$ cat config.mk
export PLATFORM = sky130hd
export DESIGN_NAME = usrmux_arb
export DESIGN_NICKNAME = d
export VERILOG_FILES = /design/src/rtl/usrmux_arb_pkg.sv /design/src/rtl/usrmux.sv /design/src/rtl/usrtagfifo.sv /design/src/rtl/usrmux_arb.sv
export SDC_FILE = /design/constraint.sdc
export NUM_CORES = 1
export LEC_CHECK = 0
export CORE_AREA = 10 10 148 150
export CTS_CLUSTER_DIAMETER = 200
export DETAILED_ROUTE_END_ITERATION = 8
export DIE_AREA = 0 0 158 160
export GPL_ROUTABILITY_DRIVEN = 0
export PLACE_DENSITY = 0.6
export SLEW_MARGIN = 5
export SYNTH_ARGS = -nofsm -noshare
export SYNTH_HDL_FRONTEND = slang
export SYNTH_SLANG_ARGS = --single-unit
$ cat constraint.sdc
create_clock -name clk -period 3.3 [get_ports clk]
set_input_delay 0.33 -clock clk [delete_from_list [all_inputs] [get_ports clk]]
set_output_delay 0.33 -clock clk [all_outputs]
set_load 0.01 [all_outputs]
$ cat src/rtl/usrmux_arb_pkg.sv
// Shared types and sizing helpers for the usrmux_arb requester/result arbiter.
package usrmux_arb_pkg;

  typedef logic [0:0] port_id_t;

  localparam port_id_t PORT0 = 1'b0;
  localparam port_id_t PORT1 = 1'b1;

  localparam int DEFAULT_DEPTH = 4;

  // Width of an occupancy counter that must represent 0..depth inclusive.
  function automatic int cnt_w(input int depth);
    return $clog2(depth) + 1;
  endfunction

endpackage

$ cat src/rtl/usrmux.sv
// Two-input operand select feeding the shared non-linear op unit.
module usrmux #(
  parameter int WIDTH = 64
) (
  input  logic             sel_i,
  input  logic [WIDTH-1:0] in0_i,
  input  logic [WIDTH-1:0] in1_i,
  output logic [WIDTH-1:0] out_o
);

  assign out_o = sel_i ? in1_i : in0_i;

endmodule

$ cat src/rtl/usrtagfifo.sv
// In-order owner-tag FIFO: one port_id_t per accepted request, popped as results return.
module usrtagfifo
  import usrmux_arb_pkg::*;
#(
  parameter int DEPTH = DEFAULT_DEPTH
) (
  input  logic                      clk,
  input  logic                      rst_n,
  input  logic                      push_i,
  input  port_id_t                  tag_i,
  input  logic                      pop_i,
  output port_id_t                  head_o,
  output logic                      full_o,
  output logic                      empty_o,
  output logic [cnt_w(DEPTH)-1:0]   count_o
);

  localparam int AW = $clog2(DEPTH);
  localparam int CW = cnt_w(DEPTH);

  port_id_t      mem_q [DEPTH];
  logic [AW-1:0] wr_ptr_q, wr_ptr_d;
  logic [AW-1:0] rd_ptr_q, rd_ptr_d;
  logic [CW-1:0] count_q, count_d;
  logic          do_push, do_pop;

  assign full_o  = (count_q == CW'(DEPTH));
  assign empty_o = (count_q == '0);
  assign count_o = count_q;
  assign head_o  = mem_q[rd_ptr_q];

  // Self-protecting: an illegal push/pop is ignored rather than corrupting the pointers.
  assign do_push = push_i & ~full_o;
  assign do_pop  = pop_i & ~empty_o;

  always_comb begin
    wr_ptr_d = wr_ptr_q;
    rd_ptr_d = rd_ptr_q;
    count_d  = count_q;
    if (do_push) wr_ptr_d = wr_ptr_q + AW'(1);
    if (do_pop)  rd_ptr_d = rd_ptr_q + AW'(1);
    unique case ({do_push, do_pop})
      2'b10:   count_d = count_q + CW'(1);
      2'b01:   count_d = count_q - CW'(1);
      default: count_d = count_q;
    endcase
  end

  always_ff @(posedge clk) begin
    if (!rst_n) begin
      wr_ptr_q <= '0;
      rd_ptr_q <= '0;
      count_q  <= '0;
    end else begin
      wr_ptr_q <= wr_ptr_d;
      rd_ptr_q <= rd_ptr_d;
      count_q  <= count_d;
    end
  end

  always_ff @(posedge clk) begin
    if (do_push) mem_q[wr_ptr_q] <= tag_i;
  end

endmodule

$ cat src/rtl/usrmux_arb.sv
// Two-requester arbiter for one shared op unit, routing in-order results back to owners.
// Define USRMUX_ARB_FIXED_PRIO_EN for fixed priority (port 0 wins); default is round-robin.
module usrmux_arb
  import usrmux_arb_pkg::*;
#(
  parameter int WIDTH  = 64,
  parameter int RWIDTH = 64,
  parameter int DEPTH  = DEFAULT_DEPTH
) (
  input  logic                    clk,
  input  logic                    rst_n,
  input  logic                    req0_valid,
  output logic                    req0_ready,
  input  logic [WIDTH-1:0]        req0_data,
  input  logic                    req1_valid,
  output logic                    req1_ready,
  input  logic [WIDTH-1:0]        req1_data,
  output logic                    dp_sel,
  output logic                    dp_valid,
  input  logic                    dp_ready,
  output logic [WIDTH-1:0]        dp_data,
  input  logic                    rsp_valid,
  output logic                    rsp_ready,
  input  logic [RWIDTH-1:0]       rsp_data,
  output logic                    rsp0_valid,
  input  logic                    rsp0_ready,
  output logic [RWIDTH-1:0]       rsp0_data,
  output logic                    rsp1_valid,
  input  logic                    rsp1_ready,
  output logic [RWIDTH-1:0]       rsp1_data,
  output logic [cnt_w(DEPTH)-1:0] outstanding,
  output logic                    err
);

  localparam int CW = cnt_w(DEPTH);

  port_id_t      grant, head;
  port_id_t      idle_sel, contend_sel;
  port_id_t      lock_id_q, lock_id_d;
  logic          lock_q, lock_d;
  logic          lock_live;
  logic          err_q, err_d;
  logic          full, empty;
  logic          push, pop;
  logic [CW-1:0] count;

`ifdef USRMUX_ARB_FIXED_PRIO_EN
  assign idle_sel    = PORT0;
  assign contend_sel = PORT0;
`else
  port_id_t last_grant_q, last_grant_d;

  assign last_grant_d = push ? grant : last_grant_q;
  assign idle_sel     = last_grant_q;
  assign contend_sel  = ~last_grant_q;

  always_ff @(posedge clk) begin
    if (!rst_n) last_grant_q <= PORT1;
    else        last_grant_q <= last_grant_d;
  end
`endif

  // A winner offered but stalled by dp_ready keeps the grant until accepted or withdrawn.
  assign lock_live = lock_q & ((lock_id_q == PORT1) ? req1_valid : req0_valid);

  always_comb begin
    grant = idle_sel;
    if (lock_live)                     grant = lock_id_q;
    else if (req0_valid && req1_valid) grant = contend_sel;
    else if (req0_valid)               grant = PORT0;
    else if (req1_valid)               grant = PORT1;
  end

  assign dp_sel     = grant;
  assign dp_valid   = rst_n & (req0_valid | req1_valid) & ~full;
  assign req0_ready = rst_n & dp_ready & ~full & (grant == PORT0);
  assign req1_ready = rst_n & dp_ready & ~full & (grant == PORT1);
  assign push       = dp_valid & dp_ready;

  assign lock_d    = dp_valid & ~dp_ready;
  assign lock_id_d = grant;

  always_ff @(posedge clk) begin
    if (!rst_n) begin
      lock_q    <= 1'b0;
      lock_id_q <= PORT0;
    end else begin
      lock_q    <= lock_d;
      lock_id_q <= lock_id_d;
    end
  end

  usrmux #(
    .WIDTH (WIDTH)
  ) u_usrmux (
    .sel_i (dp_sel),
    .in0_i (req0_data),
    .in1_i (req1_data),
    .out_o (dp_data)
  );

  usrtagfifo #(
    .DEPTH (DEPTH)
  ) u_tagfifo (
    .clk     (clk),
    .rst_n   (rst_n),
    .push_i  (push),
    .tag_i   (grant),
    .pop_i   (pop),
    .head_o  (head),
    .full_o  (full),
    .empty_o (empty),
    .count_o (count)
  );

  assign rsp0_valid = rst_n & rsp_valid & ~empty & (head == PORT0);
  assign rsp1_valid = rst_n & rsp_valid & ~empty & (head == PORT1);
  assign rsp_ready  = rst_n & ~empty & ((head == PORT1) ? rsp1_ready : rsp0_ready);
  assign rsp0_data  = rsp_data;
  assign rsp1_data  = rsp_data;
  assign pop        = rsp_valid & rsp_ready;

  // A result with no tag to own it means the unit and this arbiter have lost sync.
  assign err_d = err_q | (rsp_valid & empty);

  always_ff @(posedge clk) begin
    if (!rst_n) err_q <= 1'b0;
    else        err_q <= err_d;
  end

  assign outstanding = count;
  assign err         = err_q;

endmodule

==> impl_metrics.json, run 1 <==
{
  "outcome": "finished clean",
  "crit_end": "dp_data[15]",
  "clk_pin_slew_ns": 0.05,
  "io_pins": 403,
  "htreeDepth": 1,
  "dieWidth_um": 158,
  "drtPass1Iterations": 4,
  "synth_mux_area_frac": 0.3157,
  "setup_viol": 0,
  "vias_per_cell": 3.508,
  "hold_violations": 0,
  "cp-end-kind": "primary output",
  "timing.fmax_mhz": 366.0,
  "core_region_area_um2": 19080,
  "cts_max_path_buffers": 2,
  "cts-root-buf": "clkbuf_16",
  "synth_nets": 486,
  "dp_cells": 595,
  "rsz0062_at_grt": "false",
  "ys_warn_count": 0,
  "finalCritPeriodShare": 0.8280,
  "netlist.area_leader.share": 0.3806,
  "fillers": 2030,
  "powerDensity_nw_per_um2": 255.2,
  "worst_ep_required_time_ns": 2.97,
  "grt_pass1_wl_mm": 15.16,
  "hpwlAfterDp_mm": 9.535,
  "grt.total_usage": 0.07735,
  "critPathArrivalTime_ns": 2.40,
  "r2r_start": "u_tagfifo.mem_q[2]",
  "cts_tree": "yes",
  "grt_overflow": 0,
  "layout-drive-gt1-share": 0.1551,
  "grt_max_degree": 43,
  "insertion_delay_ns": 0.25,
  "layout.cells.most_common": "clkdlybuf4s50_1",
  "worstMarginPinSlew_ns": 0.3883,
  "antennaDiodeCount": 0,
  "yosys.area_share.simple": 0.06442,
  "cts-resized-gates": 0,
  "yosys-top-cells-area": "buf_4, mux2_2, dfxtp_1",
  "yosysUniqueCellTypes": 31,
  "die_area_um2": 25280,
  "cts_buffers": 3,
  "relSlewSlack": 0.7412,
  "dr.first_iter.drc_count": 73,
  "post_cts_buffers": 0,
  "postCtsHoldBufs": 0,
  "synth-seq-area-share": 0.1506,
  "critical_path.startpoint_type": "primary input",
  "r2r.worst_path.cells": 9,
  "r2r-end": "u_tagfifo.count_o[2]",
  "syn-mean-instance-area_um2": 9.018,
  "vias": 2101,
  "grt_pass1_vias": 2514,
  "synth_xor_area_frac": 0.01041,
  "fin_tns_setup_ns": 0,
  "synth_top_family_by_area": "buffers and inverters",
  "synthAdderAreaFrac": 0.03271,
  "synth_top_area_cell": "buf_4",
  "holdWs_ns": 0.4682,
  "slew_viol_final": 0,
  "cts_sinks": 17,
  "synth_seq_cells": 17,
  "routed_wl_mm": 10.73,
  "synth_compound_area_frac": 0.01487,
  "ir_worst_vdd_v": 0.0002059,
  "wl_per_cell_um": 17.91,
  "min_path_type": "flop to flop",
  "rrSetupSlack_ns": 0.68,
  "syn_inst": 280,
  "initial_core_util": 0.1323,
  "crit_fanout": 26,
  "power.leakage_nw": 1.433,
  "antenna_found_initial": 0,
  "cap_violations": 0,
  "synthesis.area_um2": 2525,
  "die_h_um": 160,
  "antenna_left": 0,
  "nets": 568,
  "io_buffers": 210,
  "most-common-layout-cells": "clkdlybuf4s50_1, mux2_2, mux2_1, nor2_1, dfxtp_1",
  "syn_to_final_growth_pct": 59.81,
  "path_class": "primary input to primary output",
  "remaining_drc_errors": 0,
  "fin_skew_ns": 0.0008915,
  "worstSetupStartpoint": "req1_valid",
  "rows": 51,
  "period_minus_slack_ns": 2.732,
  "fin_cells": 599
}
==> per-layer routing <==
| layer | part of all wire | vias to the layer above | GRT usage | wire length, µm |
|---|---|---|---|---|
| met5 | 0 | - | 0 | 0 |
| met4 | 0.084 | 0 | 0.06487 | 898 |
| met3 | 0.13 | 90 | 0.03546 | 1344 |
| met2 | 0.48 | 141 | 0.1325 | 5186 |
| met1 | 0.31 | 910 | 0.06721 | 3297 |
| li1 | - | 960 | - | - |
==> logic make-up after synthesis <==
logic type,after synthesis
buffers and inverters,143
multiplexers,70
AND/OR/NAND/NOR,34
flip-flops,17
AO/OA/AOI/OAI,7
adder cells (fa/ha/maj),6
XOR/XNOR,3
==> per-stage QoR <==
stage                     power, mW  setup WS [ns]  cell area (µm²)    util
after global routing          1.082         0.4106             4035  0.2115
after floorplan              0.5901         0.8790             2525       -
after global placement       0.7937         0.5647             3955  0.2073
after detailed placement     0.8005         0.5147             3955  0.2073
after CTS                     1.046         0.5068             4035  0.2115
final                         1.030         0.5675             4035  0.2115
==> worst min path at each step <==
stage	startpoint	to	slack (ns)	depth (start not counted)
2_1_floorplan	dp_ready	lock_q	0.41	1
3_3_place_gp	err	err	0.45	2
3_5_place_dp	u_tagfifo.rd_ptr_q[1]	u_tagfifo.rd_ptr_q[1]	0.46	1
4_1_cts	u_tagfifo.rd_ptr_q[1]	flop	0.47	1
5_1_grt	u_tagfifo.rd_ptr_q[1]	flop	0.48	1
6_report	u_tagfifo.rd_ptr_q[1]	flop	0.47	1
==> layout make-up <==
cell class / instances / area (µm²) / area share
Timing Repair Buffer: 212 / 2130 / 0.5278
Multi-Input combinational cell: 120 / 1117 / 0.2769
Sequential cell: 17 / 380.4 / 0.09426
Clock inverter: 1 / 5.005 / 0.001240
Clock buffer: 3 / 75.07 / 0.01860
Tap cell: 238 / 297.8 / 0.07380
Inverter: 8 / 30.03 / 0.007442
==> where the power goes <==
part | internal, mW | switching, mW | total, mW
Combinational | 0.368 | 0.190 | 0.558
Clock | 0.162 | 0.0780 | 0.240
Sequential | 0.224 | 0.00778 | 0.231
==> synth_stat cells (all sizes together) <==
library cell and instances:
and2 4, nor2 16, mux2 64, inv 8
xnor2 1, xor2 2, mux2i 5, o211ai 1
mux4 1, nor3 3, dfxtp 13, fa 1
nand3b 1, nor2b 1, or3 1, a21oi 4
buf 135, o21ai 2, ha 5, or3b 1
nand3 1, nor3b 1, edfxtp 4, nand2 5
==> critical path, stage by stage <==
cell and delay (ns):
clkdlybuf4s50_1 0.48, nor2_1 0.11, nor2_1 0.07, a21oi_4 0.15
buf_4 0.37, mux2_2 0.38, clkdlybuf4s50_1 0.49
Note: power is estimated with default switching activity, not from simulation.
==> run 2: changes to the inputs <==
Clock period 3.3 ns to 2.7 ns, I/O delays scaled along.
==> run 2 against run 1 <==
Via count up 0.62%. Clock-buffer cell count increased by 1. Sequential share of layout area shrank 0.12 points. First-iteration DRC count increased by 6.8%. Critical path depth increased by 2. Sequential power up 23%. Setup slack worse by 0.43 ns. Utilization is 0.27 points higher. Final cell count increased by 0.83%. Die area is the same. Clock power rose by 21%. Worst hold slack better by 0.00088 ns. Critical endpoint is now u_tagfifo.count_o[2]. Largest power group unchanged. Highest routed layer unchanged.
==> impl_metrics.json, run 2 (synthesized netlist as in run 1, its figures left out) <==
{
  "outcome": "finished clean",
  "fin_skew_ns": 0.003275,
  "cap_violations": 0,
  "initial_core_util": 0.1323,
  "grt_pass1_vias": 2493,
  "cp-end-kind": "flop",
  "r2r-end": "u_tagfifo.count_o[2]",
  "layout-drive-gt1-share": 0.1667,
  "fillers": 2061,
  "die_h_um": 160,
  "grt_pass1_wl_mm": 15.23,
  "io_buffers": 210,
  "dp_cells": 600,
  "routed_wl_mm": 10.90,
  "setup_viol": 0,
  "insertion_delay_ns": 0.24,
  "dieWidth_um": 158,
  "cts-resized-gates": 0,
  "antenna_left": 0,
  "ir_worst_vdd_v": 0.0002263,
  "io_pins": 403,
  "timing.fmax_mhz": 390.8,
  "postCtsHoldBufs": 0,
  "min_path_type": "flop to flop",
  "powerDensity_nw_per_um2": 308.7,
  "fin_tns_setup_ns": 0,
  "grt_max_degree": 43,
  "wl_per_cell_um": 18.04,
  "crit_fanout": 3,
  "setup_ws_ns": 0.1413,
  "dr.first_iter.drc_count": 78,
  "place_ws_ns": 0.08732,
  "rrSetupSlack_ns": 0.14,
  "cts_buffers": 3,
  "core_region_area_um2": 19080,
  "finalCritPeriodShare": 0.9477,
  "cts_max_path_buffers": 2,
  "hp-start": "u_tagfifo.rd_ptr_q[1]",
  "htreeDepth": 1,
  "post-route-util": 0.2142,
  "r2r.worst_path.cells": 9,
  "fin_cells": 604,
  "rows": 51,
  "period_minus_slack_ns": 2.559,
  "critical_path.startpoint_type": "flop",
  "clk_pin_slew_ns": 0.05,
  "layout.cells.most_common": "clkdlybuf4s50_1",
  "remaining_drc_errors": 0,
  "worstMarginPinSlew_ns": 0.3466,
  "relSlewSlack": 0.7674,
  "cp_cell_sequence": "mux4_2, mux2i_2, nor2_2, ha_2, inv_1, fa_1, xor2_1, or3_1, a21oi_1",
  "syn_to_final_growth_pct": 61.84,
  "slew_viol_final": 0,
  "whs_path_depth": 1,
  "drtPass1Iterations": 4,
  "power.leakage_nw": 1.458,
  "rsz0062_at_grt": "false",
  "cts_sinks": 17,
  "vias": 2114,
  "path_class": "flop to flop",
  "critPathMaxStageDelay_ns": 0.55,
  "cts_tree": "yes",
  "post_cts_buffers": 0,
  "vias_per_cell": 3.500,
  "nets": 573,
  "grt_overflow": 0,
  "critPathArrivalTime_ns": 2.73,
  "antennaDiodeCount": 0,
  "antenna_found_initial": 0,
  "hpwlAfterDp_mm": 9.780,
  "worst_ep_required_time_ns": 2.87,
  "cp_slowest_cell": "mux4_2",
  "hold_violations": 0,
  "grt.total_usage": 0.07827,
  "cts-root-buf": "clkbuf_16",
  "die_area_um2": 25280,
  "most-common-layout-cells": "clkdlybuf4s50_1, mux2_2, mux2_1, nor2_1, dfxtp_1"
}
==> run 2: cell count changes in the layout (fill, tap and decap cells not counted) <==
cell,change
ha_2,+1
buf_4,+4
buf_12,+1
clkbuf_1,+1
ha_1,-1
clkinv_2,-1
==> run 2: area by class of cell <==
class	instances	area, µm²	area share
Timing Repair Buffer	217	2180	0.5334
Inverter	8	30.03	0.007348
Clock buffer	4	78.83	0.01929
Sequential cell	17	380.4	0.09308
Multi-Input combinational cell	120	1120	0.2740
Tap cell	238	297.8	0.07287
==> run 2: where the power goes <==
group	switching [mW]	total [mW]	leakage, nW	internal (mW)
logic	0.232	0.689	1.28	0.457
clock network	0.0899	0.290	0.0382	0.200
registers	0.00943	0.283	0.142	0.273
==> run 2: worst max-delay path: cells and delay by family (launching register included) <==
family	cells	cell delay (ns)
muxes	2	0.75
adders and majority gates	2	0.57
and+or+nand+nor	2	0.45
DFF	1	0.33
AOI/OAI and AO/OA	1	0.17
xor gates and xnor gates	1	0.15
buffers and inverters	1	0.05
==> run 2: stage by stage <==
step | cell area (µm²) | hold WS [ns] | power, mW
2_1_floorplan | 2525 | 0.3489 | 0.7212
3_3_place_gp | 4005 | 0.4514 | 0.9763
3_5_place_dp | 4005 | 0.4527 | 0.9885
4_1_cts | 4084 | 0.4660 | 1.287
5_1_grt | 4086 | 0.5031 | 1.330
6_report | 4086 | 0.4691 | 1.262
==> run 2: how the worst max path moves through the flow <==
| stage | end | cells after the start |
|---|---|---|
| after floorplan | u_tagfifo.count_o[2] | 9 |
| after global placement | u_tagfifo.count_o[2] | 11 |
| after detailed placement | u_tagfifo.count_o[2] | 9 |
| after CTS | dp_data[0] | 5 |
| after global routing | u_tagfifo.count_o[2] | 9 |
| final | u_tagfifo.count_o[2] | 9 |
==> run 2: layer usage <==
metal | share of wire | up-vias | global-route usage
li1 | - | 966 | -
met1 | 0.32 | 935 | 0.06969
met2 | 0.49 | 128 | 0.1388
met3 | 0.12 | 85 | 0.03277
met4 | 0.070 | 0 | 0.05560
met5 | 0 | - | 0
==> run 3: changes to the inputs <==
Settings changed: SLEW_MARGIN 5 to 15.
==> results of run 3 <==
Same layout as run 2: the final DEF is identical, and so are final timing and power.
